--- config.mk ---
export PLATFORM = sky130hd
export DESIGN_NAME = axis_spi_slave
export DESIGN_NICKNAME = d
export VERILOG_FILES = /design/src/rtl/spi_pkg.sv /design/src/rtl/spi_sync_edge.sv /design/src/rtl/axis_spi_slave.sv
export SDC_FILE = /design/constraint.sdc
export NUM_CORES = 1
export LEC_CHECK = 0
export BUFFER_PORTS_ARGS = -buffer_cell sky130_fd_sc_hd__buf_2
export CAP_MARGIN = 20
export CORE_UTILIZATION = 40
export DETAILED_ROUTE_END_ITERATION = 8
export GPL_ROUTABILITY_DRIVEN = 0
export PLACE_DENSITY = 0.58
export SLEW_MARGIN = 20
export SYNTH_ARGS = -nofsm -noshare
export SYNTH_HDL_FRONTEND = slang
export SYNTH_SLANG_ARGS = --single-unit
export TNS_END_PERCENT = 30
--- constraint.sdc ---
create_clock -name clk -period 2.3 [get_ports clk]
set_clock_uncertainty 0.1 [all_clocks]
set_input_delay 0.23 -clock clk [delete_from_list [all_inputs] [get_ports clk]]
set_output_delay 0.23 -clock clk [all_outputs]
set_load 0.1 [all_outputs]
--- src/rtl/spi_pkg.sv ---
// rtl/spi_pkg.sv - shared widths, defaults and state type for the SPI slave
package spi_pkg;
    localparam int SPI_BYTE_W = 8;
    localparam logic [SPI_BYTE_W-1:0] SPI_IDLE_BYTE = 8'h00;

    typedef enum logic {
        ST_IDLE,
        ST_ACTIVE
    } spi_slv_state_t;
endpackage

--- src/rtl/spi_sync_edge.sv ---
// rtl/spi_sync_edge.sv - multi-flop synchronizer with rise/fall pulses on the synchronized level
module spi_sync_edge #(
    parameter int   STAGES  = 2,
    parameter logic RST_VAL = 1'b0
) (
    input  logic clk,
    input  logic rst,
    input  logic din,
    output logic dout,
    output logic rise,
    output logic fall
);
    logic [STAGES-1:0] sync_q;
    logic              prev;

    always_ff @(posedge clk) begin
        if (rst) begin
            sync_q <= {STAGES{RST_VAL}};
            prev   <= RST_VAL;
        end else begin
            sync_q <= {sync_q[STAGES-2:0], din};
            prev   <= sync_q[STAGES-1];
        end
    end

    assign dout = sync_q[STAGES-1];
    assign rise = dout & ~prev;
    assign fall = ~dout & prev;
endmodule

--- src/rtl/axis_spi_slave.sv ---
// rtl/axis_spi_slave.sv - mode-0 SPI slave with byte streams, pins oversampled in the clk domain
module axis_spi_slave
    import spi_pkg::*;
#(
    parameter logic [SPI_BYTE_W-1:0] IDLE_BYTE   = SPI_IDLE_BYTE,
    parameter int                    SYNC_STAGES = 2
) (
    input  logic                  clk,
    input  logic                  rst,
    input  logic                  SCK,
    input  logic                  SS_N,
    input  logic                  MOSI,
    output logic                  MISO_O,
    output logic                  MISO_T,
    input  logic [SPI_BYTE_W-1:0] s_axis_tdata,
    input  logic                  s_axis_tvalid,
    output logic                  s_axis_tready,
    output logic [SPI_BYTE_W-1:0] m_axis_tdata,
    output logic                  m_axis_tvalid,
    input  logic                  m_axis_tready,
    output logic                  stat_busy,
    output logic                  stat_overrun,
    output logic                  stat_underrun,
    output logic                  stat_abort
);
    logic sck_level_unused, sck_rise, sck_fall;
    logic ss_s, ss_rise, ss_fall;
    logic mosi_s, mosi_rise_unused, mosi_fall_unused;

    spi_sync_edge #(.STAGES(SYNC_STAGES), .RST_VAL(1'b0)) u_sync_sck (
        .clk(clk), .rst(rst), .din(SCK),
        .dout(sck_level_unused), .rise(sck_rise), .fall(sck_fall)
    );
    spi_sync_edge #(.STAGES(SYNC_STAGES), .RST_VAL(1'b1)) u_sync_ss (
        .clk(clk), .rst(rst), .din(SS_N),
        .dout(ss_s), .rise(ss_rise), .fall(ss_fall)
    );
    spi_sync_edge #(.STAGES(SYNC_STAGES), .RST_VAL(1'b0)) u_sync_mosi (
        .clk(clk), .rst(rst), .din(MOSI),
        .dout(mosi_s), .rise(mosi_rise_unused), .fall(mosi_fall_unused)
    );

    spi_slv_state_t        state;
    logic [SPI_BYTE_W-1:0] tx_sr, rx_sr, hold_data, rx_next;
    logic                  hold_valid, load_now;
    logic [2:0]            bit_cnt;

    assign rx_next       = {rx_sr[SPI_BYTE_W-2:0], mosi_s};
    assign s_axis_tready = ~hold_valid;
    assign stat_busy     = ~ss_s;

    // A byte boundary reached on the SCK fall that coincides with SS_N release never reloads.
    assign load_now = (state == ST_IDLE) ? ss_fall
                                         : (!ss_rise && sck_fall && bit_cnt == 3'd0);

    always_ff @(posedge clk) begin
        if (rst) begin
            state         <= ST_IDLE;
            MISO_O        <= 1'b0;
            MISO_T        <= 1'b1;
            tx_sr         <= '0;
            rx_sr         <= '0;
            hold_data     <= '0;
            hold_valid    <= 1'b0;
            bit_cnt       <= 3'd0;
            m_axis_tdata  <= '0;
            m_axis_tvalid <= 1'b0;
            stat_overrun  <= 1'b0;
            stat_underrun <= 1'b0;
            stat_abort    <= 1'b0;
        end else begin
            stat_overrun  <= 1'b0;
            stat_underrun <= 1'b0;
            stat_abort    <= 1'b0;
            MISO_O        <= tx_sr[SPI_BYTE_W-1];

            if (m_axis_tvalid && m_axis_tready) m_axis_tvalid <= 1'b0;

            if (s_axis_tvalid && !hold_valid) begin
                hold_data  <= s_axis_tdata;
                hold_valid <= 1'b1;
            end

            if (load_now) begin
                if (hold_valid) begin
                    tx_sr      <= hold_data;
                    hold_valid <= 1'b0;
                end else begin
                    tx_sr         <= IDLE_BYTE;
                    stat_underrun <= 1'b1;
                end
            end

            case (state)
                ST_IDLE: begin
                    if (ss_fall) begin
                        state   <= ST_ACTIVE;
                        MISO_T  <= 1'b0;
                        bit_cnt <= 3'd0;
                    end
                end
                ST_ACTIVE: begin
                    if (ss_rise) begin
                        state   <= ST_IDLE;
                        MISO_T  <= 1'b1;
                        bit_cnt <= 3'd0;
                        rx_sr   <= '0;
                        if (bit_cnt != 3'd0) stat_abort <= 1'b1;
                    end else if (sck_rise) begin
                        rx_sr   <= rx_next;
                        bit_cnt <= bit_cnt + 3'd1;
                        if (bit_cnt == 3'd7) begin
                            if (m_axis_tvalid && !m_axis_tready) begin
                                stat_overrun <= 1'b1;
                            end else begin
                                m_axis_tvalid <= 1'b1;
                                m_axis_tdata  <= rx_next;
                            end
                        end
                    end else if (sck_fall && bit_cnt != 3'd0) begin
                        tx_sr <= {tx_sr[SPI_BYTE_W-2:0], 1'b0};
                    end
                end
            endcase
        end
    end
endmodule

==> results of run 1 <==
[stage by stage]
stage	std cells	utilization, %	worst slack, ps	instance area (um^2)
after global placement	296	45.7	419	2160
after floorplan	210	-	464	1970
after global routing	305	48.2	187	2280
after CTS	305	48.2	341	2280
after detailed placement	296	45.7	356	2160
final	305	48.2	352	2280
[area by class of cell]
cell class | count | share of cell area [%]
flip-flops and latches | 50 | 44.0
clock buffers | 5 | 3.02
multi-input cells | 142 | 39.0
well taps | 67 | 3.68
repair buffers | 33 | 7.70
inverters | 5 | 0.825
clock inverters | 3 | 1.76
[cell usage in the layout (no fill, tap or decap)]
cell type	count
nor4b_1	1
a21oi_1	13
bufinv_16	1
nor3b_1	1
inv_1	5
buf_4	2
mux2i_1	8
dlygate4sd3_1	1
a32oi_1	1
a31o_2	1
nor2_1	17
clkinv_2	2
and3_1	2
nand2b_1	19
a311oi_2	7
or3b_1	1
dfxtp_1	50
and3b_4	1
o21bai_1	1
or2_2	4
buf_2	30
a22oi_1	7
o21ai_1	1
nor3_1	2
nor2b_1	10
clkbuf_8	5
ha_1	3
a211oi_1	2
nand2_1	29
nand4_1	1
a31oi_2	1
nand3_1	9
[how the worst max path moves through the flow]
stage	start	end	cells past startpoint
after floorplan	m_axis_tvalid	m_axis_tdata[0]	4
after global placement	bit_cnt[0]	tx_sr[6]	6
after detailed placement	bit_cnt[0]	tx_sr[6]	6
after CTS	bit_cnt[0]	tx_sr[6]	6
after global routing	bit_cnt[0]	tx_sr[2]	6
final	bit_cnt[0]	tx_sr[6]	6
[synth_stat cells, types with 5 or more instances]
master | n | area share, %
dfxtp_1 | 50 | 51
nand2_1 | 29 | 5.5
nand2b_1 | 19 | 6.0
nor2_1 | 17 | 3.2
a21oi_1 | 13 | 3.3
nor2b_1 | 10 | 3.2
nand3_1 | 9 | 2.3
clkbuf_1 | 8 | 1.5
mux2i_1 | 8 | 4.1
a22oi_1 | 7 | 2.7
a311oi_2 | 7 | 5.3
inv_1 | 5 | 0.95
[per-layer routing]
metal / global-route usage [%] / up-vias / routed length (um)
li1: - / 767 / -
met1: 21.6 / 650 / 1920
met2: 21.3 / 26 / 1380
met3: 4.72 / 5 / 114
met4: 6.54 / 0 / 60
met5: 0 / - / 0
[cell families after synthesis]
family | count (synthesis)
DFF | 50
buffers and inverters | 18
adders and majority gates | 3
and+or+nand+nor | 97
AOI/OAI and AO/OA | 34
muxes | 8
[state kept, by name, indices dropped and copies added (netlist names), 2 cells and up]
name and cells:
hold_data 8, u_sync_mosi.sync_q 2, tx_sr 8, bit_cnt 3, u_sync_ss.sync_q 2, rx_sr 7, m_axis_tdata 8, u_sync_sck.sync_q 2
[power by group]
group | total (mW) | leakage, nW | switching, mW | internal [mW]
clock network | 0.597 | 0.0579 | 0.277 | 0.320
logic | 0.118 | 0.423 | 0.0814 | 0.0369
registers | 0.901 | 0.406 | 0.0156 | 0.885
==> impl_metrics.json, run 1 <==
{
  "max_slew.worst_pin.slew_ps": 958,
  "synth_top_family_by_area": "simple AND/OR/NAND/NOR gates",
  "diodes": 0,
  "clk_pin_slew_worst_paths_ps": 80,
  "ios": 31,
  "required_ps": 2350,
  "postCtsResizedCells": 0,
  "syn_inst": 210,
  "ff_latch_area_mm2": 0.00100,
  "wirelength_um": 3470,
  "layout_min_cycle_time_ps": 1950,
  "ant_nets": 0,
  "synth-adder-area-share_pct": 1.90,
  "synthXorXnorAreaFrac_pct": 0,
  "cts_tree": "done",
  "ys_warn_count": 0,
  "synth_mux_area_share_pct": 4.06,
  "multi_input_area_um2": 888,
  "crit_path_end_kind": "register",
  "period_share_pct": 84.7,
  "relSlewSlack_pct": 36.1,
  "synthFlopType": "dfxtp_1",
  "cap_violations": 0,
  "grt_setup_unrepaired": "false",
  "die_w_um": 72.2,
  "fp.dieH_um": 72.2,
  "finish.net_count": 255,
  "cts_buffers": 5,
  "drt-initial-drc-count": 124,
  "drive_gt1_share_pct": 22.7,
  "yosys.area_share.simple_pct": 24.9,
  "reg2reg_depth": 6,
  "ctsHoldBuffers": 1,
  "ys_types": 31,
  "core.rowCount": 25,
  "grt_usage_pct": 15.3,
  "async_reset_ff_share_pct": 0,
  "netlist_area_mm2": 0.00197,
  "fillerInstances": 461,
  "critPathMaxFanout": 15,
  "ys_seq_area_share_pct": 50.8,
  "status": "finished, final reports clean",
  "cts.sinks": 50,
  "grt_start_max_net_pins": 59,
  "critPathMaxStageDelay_ps": 630,
  "fmax_mhz": 513,
  "whs_ps": 36.8,
  "cts_max_path_buffers": 2,
  "p_per_area_mw_per_mm2": 710,
  "whs_endpoint": "u_sync_mosi.sync_q[0]",
  "start_util_pct": 41.7,
  "crit_buf_inv": 1,
  "dp_hpwl_um": 2340,
  "r2r_start": "bit_cnt[0]",
  "worstSetupPathType": "reg2reg",
  "crit_slowest_cell": "or3b_1",
  "setup_viol": 0,
  "grt_pass1_wl_um": 6200,
  "critPathArrivalTime_ps": 2000,
  "dieArea_mm2": 0.00521,
  "postCtsSetupBuffers": 0,
  "clk_latency_ps": 300,
  "drc_errors": 0,
  "grt_overflow": 0,
  "cp-start-kind": "register",
  "synth_seq_cells": 50,
  "synth_edf_count": 0,
  "core_mm2": 0.00472,
  "syn_avg_cell_area_um2": 9.38,
  "wl_per_cell_um": 11.4,
  "finalSetupTns_ps": 0,
  "critical_path.cell_chain": "inv_1 > ha_1 > nor2b_1 > or3b_1 > nor2_1 > a311oi_2",
  "cts-root-buf": "clkbuf_8",
  "finalHoldViolCount": 0,
  "dr.pass1.iters": 4,
  "syn_to_final_growth_pct": 15.5,
  "grt_antenna_before_repair": 0,
  "hp-class": "in2reg",
  "min_path_cells": 2,
  "port_buffers": 30,
  "path_delay_family": "simple AND/OR/NAND/NOR gates",
  "regToRegSetupSlack_ps": 350,
  "drv_slew": 0,
  "cts_max_level": 2,
  "synth-compound-area-share_pct": 14.2,
  "via_per_inst": 4.75,
  "p_leak_nw": 0.888,
  "min_from": "MOSI",
  "peakVddDrop_mv": 0.271,
  "vias": 1448,
  "total_power_mw": 1.62,
  "grt_pass1_vias": 1353,
  "synth_nets": 228,
  "rr_endpoint": "tx_sr[6]"
}
Note: power is estimated with default switching activity, not from simulation.
==> inputs of run 2 (changes only) <==
- clock period: 2.3 -> 1.8 ns (I/O delays scaled with it)
==> impl_metrics.json, run 2 (synthesized netlist as in run 1, its figures left out) <==
{
  "status": "finished, final reports clean",
  "finish.net_count": 266,
  "grt_start_max_net_pins": 33,
  "setup_viol": 0,
  "whs_ps": 10.3,
  "relSlewSlack_pct": 54.8,
  "drc_errors": 0,
  "biggestRegsByFlops": "hold_data (8), m_axis_tdata (8), tx_sr (8)",
  "cts_buffers": 5,
  "finalSetupTns_ps": 0,
  "grt_pass1_vias": 1295,
  "crit_path_end_kind": "register",
  "diodes": 0,
  "grt_usage_pct": 14.6,
  "start_util_pct": 41.7,
  "clk_pin_slew_worst_paths_ps": 90,
  "drive_gt1_share_pct": 26.1,
  "fmax_mhz": 578,
  "dp_hpwl_um": 2480,
  "ios": 31,
  "grt_pass1_wl_um": 5920,
  "via_per_inst": 4.72,
  "regToRegSetupSlack_ps": 70,
  "crit_slowest_cell": "dfxtp_2",
  "peakVddDrop_mv": 0.473,
  "grt_antenna_before_repair": 0,
  "drt-initial-drc-count": 64,
  "cts.sinks": 50,
  "max_slew.worst_pin.slew_ps": 674,
  "cts-root-buf": "clkbuf_8",
  "utilization_pct": 50.1,
  "period_share_pct": 96.1,
  "postCtsSetupBuffers": 0,
  "grt_overflow": 0,
  "vias": 1490,
  "dieArea_mm2": 0.00521,
  "syn_to_final_growth_pct": 20.2,
  "postLayoutCellArea_mm2": 0.00237,
  "layout_min_cycle_time_ps": 1730,
  "critPathMaxStageDelay_ps": 350,
  "cap_violations": 0,
  "p_leak_nw": 0.937,
  "finalHoldViolCount": 0,
  "cp-start-kind": "register",
  "cts_max_path_buffers": 2,
  "placed_area_mm2": 0.00222,
  "setup_slack_ps": 71.1,
  "fp.dieH_um": 72.2,
  "ant_nets": 0,
  "layout_commonest_cell": "dfxtp_1",
  "hp-class": "in2reg",
  "port_buffers": 30,
  "critical_path.cell_chain": "inv_1 > ha_1 > nor2b_1 > buf_4 > a31oi_4 > buf_2 > nand2_1 > a311oi_2",
  "cts_tree": "done",
  "clk_latency_ps": 300,
  "layout_common_cells": "47 x dfxtp_1, 31 x buf_2, 29 x nand2_1",
  "critPathMaxFanout": 5,
  "wl_per_cell_um": 11.6,
  "wirelength_um": 3660,
  "critPathArrivalTime_ps": 1840,
  "core_mm2": 0.00472,
  "cts_max_level": 2,
  "p_per_area_mw_per_mm2": 837,
  "die_w_um": 72.2,
  "dr.pass1.iters": 4,
  "worstSetupPathType": "reg2reg",
  "drv_slew": 0,
  "core.rowCount": 25,
  "required_ps": 1920,
  "dpl_worst_slack_ps": 104
}
[run 2: cell types whose count changed in the layout (fill, tap and decap cells not counted), moves of 2 or more]
| cell | before | now |
|---|---|---|
| dlygate4sd3_1 | 1 | 3 |
| dfxtp_2 | 0 | 3 |
| buf_4 | 2 | 9 |
| dfxtp_1 | 50 | 47 |
[run 2: repair_timing]
action / in CTS / in global routing
hold endpoints to repair: 3 / 0
endpoints found under the setup margin: 0 / 3
resized for setup: 0 / 5
hold buffers: 3 / 0
[run 2: worst paths after layout]
path                                          start                   to  cells after the start
worst max-delay path                     bit_cnt[0]             tx_sr[5]                      8
worst min-delay path                s_axis_tdata[0]         hold_data[0]                      3
worst max register to register           bit_cnt[0]             tx_sr[5]                      8
worst min register to register  u_sync_ss.sync_q[0]  u_sync_ss.sync_q[1]                      1
[run 2: layout make-up]
cell class | instances | area, um^2
inverters | 5 | 18.8
well taps | 67 | 83.8
flip-flops and latches | 50 | 1000
multi-input cells | 142 | 906
clock inverters | 1 | 5.00
fillers | 457 | 2350
repair buffers | 44 | 264
clock buffers | 7 | 86.3
[run 2: power by group]
group          leakage [nW]  internal (mW)  switching [mW]
registers             0.408           1.13          0.0196
logic                 0.481         0.0609           0.109
clock network        0.0482          0.311           0.351
[run 2: metal layers]
metal	share of wire (%)	up-vias	GRT usage, %
met5	0	-	0
met4	0.74	0	4.58
met3	4.0	2	4.86
met2	43	27	21.4
met1	52	677	20.2
li1	-	784	-
[run 2: critical path: cells and delay by family (launching register included)]
family | cells | cell delay [ps]
compound gates | 2 | 440
simple gates | 2 | 200
flops | 1 | 350
fa+ha+maj | 1 | 180
buf+inv | 3 | 380
[run 2: per-stage QoR]
step                      cells  total power, mW
after floorplan             210             1.29
after global placement      304             1.34
after detailed placement    304             1.34
after CTS                   315             2.00
after global routing        316             2.06
final                       316             1.98
==> inputs of run 3 (changes only) <==
- RECOVER_POWER: default -> 50
- REMOVE_ABC_BUFFERS: default -> 1
==> impl_metrics.json, run 3 (synthesized netlist as in run 1, its figures left out) <==
{
  "status": "finished, final reports clean",
  "cap_violations": 0,
  "relSlewSlack_pct": 56.5,
  "layout_min_cycle_time_ps": 1730,
  "clk_latency_ps": 300,
  "whs_endpoint": "hold_data[5]",
  "core_mm2": 0.00472,
  "grt_pass1_wl_um": 5870,
  "min_path_cells": 3,
  "cts_buffers": 5,
  "finalHoldViolCount": 0,
  "cts-root-buf": "clkbuf_8",
  "finish.net_count": 271,
  "cts_max_path_buffers": 2,
  "critPathMaxFanout": 5,
  "whs_ps": 15.9,
  "syn_to_final_growth_pct": 23.7,
  "postCtsSetupBuffers": 0,
  "grt_overflow": 0,
  "p_leak_nw": 0.946,
  "max_slew.worst_pin.slew_ps": 648,
  "reg2reg_depth": 8,
  "fp.dieH_um": 72.2,
  "drv_slew": 0,
  "crit_path_end_kind": "register",
  "diodes": 0,
  "dr.pass1.iters": 4,
  "cts_tree": "done",
  "period_share_pct": 96.1,
  "dieArea_mm2": 0.00521,
  "postLayoutCellArea_mm2": 0.00244,
  "drc_errors": 0,
  "drive_gt1_share_pct": 25.6,
  "setup_viol": 0,
  "port_buffers": 30,
  "vias": 1492,
  "grt_start_max_net_pins": 26,
  "wl_per_cell_um": 10.4,
  "clk_pin_slew_worst_paths_ps": 90,
  "min_from": "s_axis_tdata[5]",
  "grt_usage_pct": 14.2,
  "worstSetupPathType": "reg2reg",
  "hp-class": "in2reg",
  "grt_antenna_before_repair": 0,
  "ios": 31,
  "critPathArrivalTime_ps": 1850,
  "drt-initial-drc-count": 78,
  "p_per_area_mw_per_mm2": 865,
  "rr_endpoint": "tx_sr[3]",
  "start_util_pct": 41.7,
  "layout_commonest_cell": "dfxtp_1",
  "die_w_um": 72.2,
  "grt_pass1_vias": 1348,
  "r2r_start": "bit_cnt[0]",
  "peakVddDrop_mv": 0.393,
  "cp-start-kind": "register",
  "layout_common_cells": "48 x dfxtp_1, 29 x nand2_1, 19 x nand2b_1",
  "dp_hpwl_um": 2230,
  "fmax_mhz": 578,
  "regToRegSetupSlack_ps": 70,
  "biggestRegsByFlops": "hold_data (8), m_axis_tdata (8), tx_sr (8)",
  "core.rowCount": 25,
  "via_per_inst": 4.65,
  "wirelength_um": 3330,
  "ant_nets": 0,
  "placed_area_mm2": 0.00224,
  "cts.sinks": 50,
  "required_ps": 1920,
  "cts_max_level": 2
}
## run 3: timing repair
item / 4_1_cts / 5_1_grt
hold buffers: 7 / 0
setup endpoints to repair: 0 / 8
hold endpoints to repair: 7 / 0
resized for setup: 0 / 6
## run 3: worst max-delay path by stage
stage                        startpoint               to  slack [ps]  cells after the start
final                        bit_cnt[0]         tx_sr[3]          70                      8
after global routing         bit_cnt[0]         tx_sr[2]         -30                      8
after CTS                    bit_cnt[0]         tx_sr[5]          60                      8
after global placement       bit_cnt[0]         tx_sr[6]         110                      8
after detailed placement     bit_cnt[0]         tx_sr[2]          90                      8
after floorplan           m_axis_tvalid  m_axis_tdata[0]         -30                      3
## run 3: area by class of cell
| type | count | area (um^2) |
|---|---|---|
| multi-input cells | 142 | 900 |
| flip-flops and latches | 50 | 1000 |
| fillers | 459 | 2280 |
| clock buffers | 5 | 68.8 |
| repair buffers | 49 | 319 |
| inverters | 5 | 18.8 |
| well taps | 67 | 83.8 |
| clock inverters | 3 | 45.0 |
## run 3: layer usage
metal | vias up | part of all wire, % | global-route usage [%]
met2 | 34 | 45 | 23.1
li1 | 790 | - | -
met4 | 0 | 1.6 | 6.54
met5 | - | 0 | 0
met1 | 661 | 50 | 17.7
met3 | 7 | 3.8 | 3.75
## run 3: power by group
part           internal [mW]  switching (mW)
sequential              1.13          0.0185
clock                  0.413           0.369
combinational         0.0685           0.109
total                   1.61           0.497
## run 3: critical path: stages, from the launching register on
cell      delay [ps]
dfxtp_2          350
inv_1             50
ha_1             190
nor2b_2          170
buf_4            140
a31oi_4          190
buf_4            160
nand2_1           60
a311oi_2         240
## run 3: stage by stage
| step | setup TNS [ps] | total power [mW] | cells | utilization [%] | worst slack, ps |
|---|---|---|---|---|---|
| floorplan | -262 | 1.27 | 197 | - | -32.7 |
| global placement | 0 | 1.34 | 305 | 47.4 | 111 |
| detailed placement | 0 | 1.34 | 305 | 47.4 | 86.3 |
| CTS | 0 | 2.15 | 320 | 51.3 | 55.2 |
| global route | -138 | 2.20 | 321 | 51.6 | -25.1 |
| finish | 0 | 2.11 | 321 | 51.6 | 69.6 |
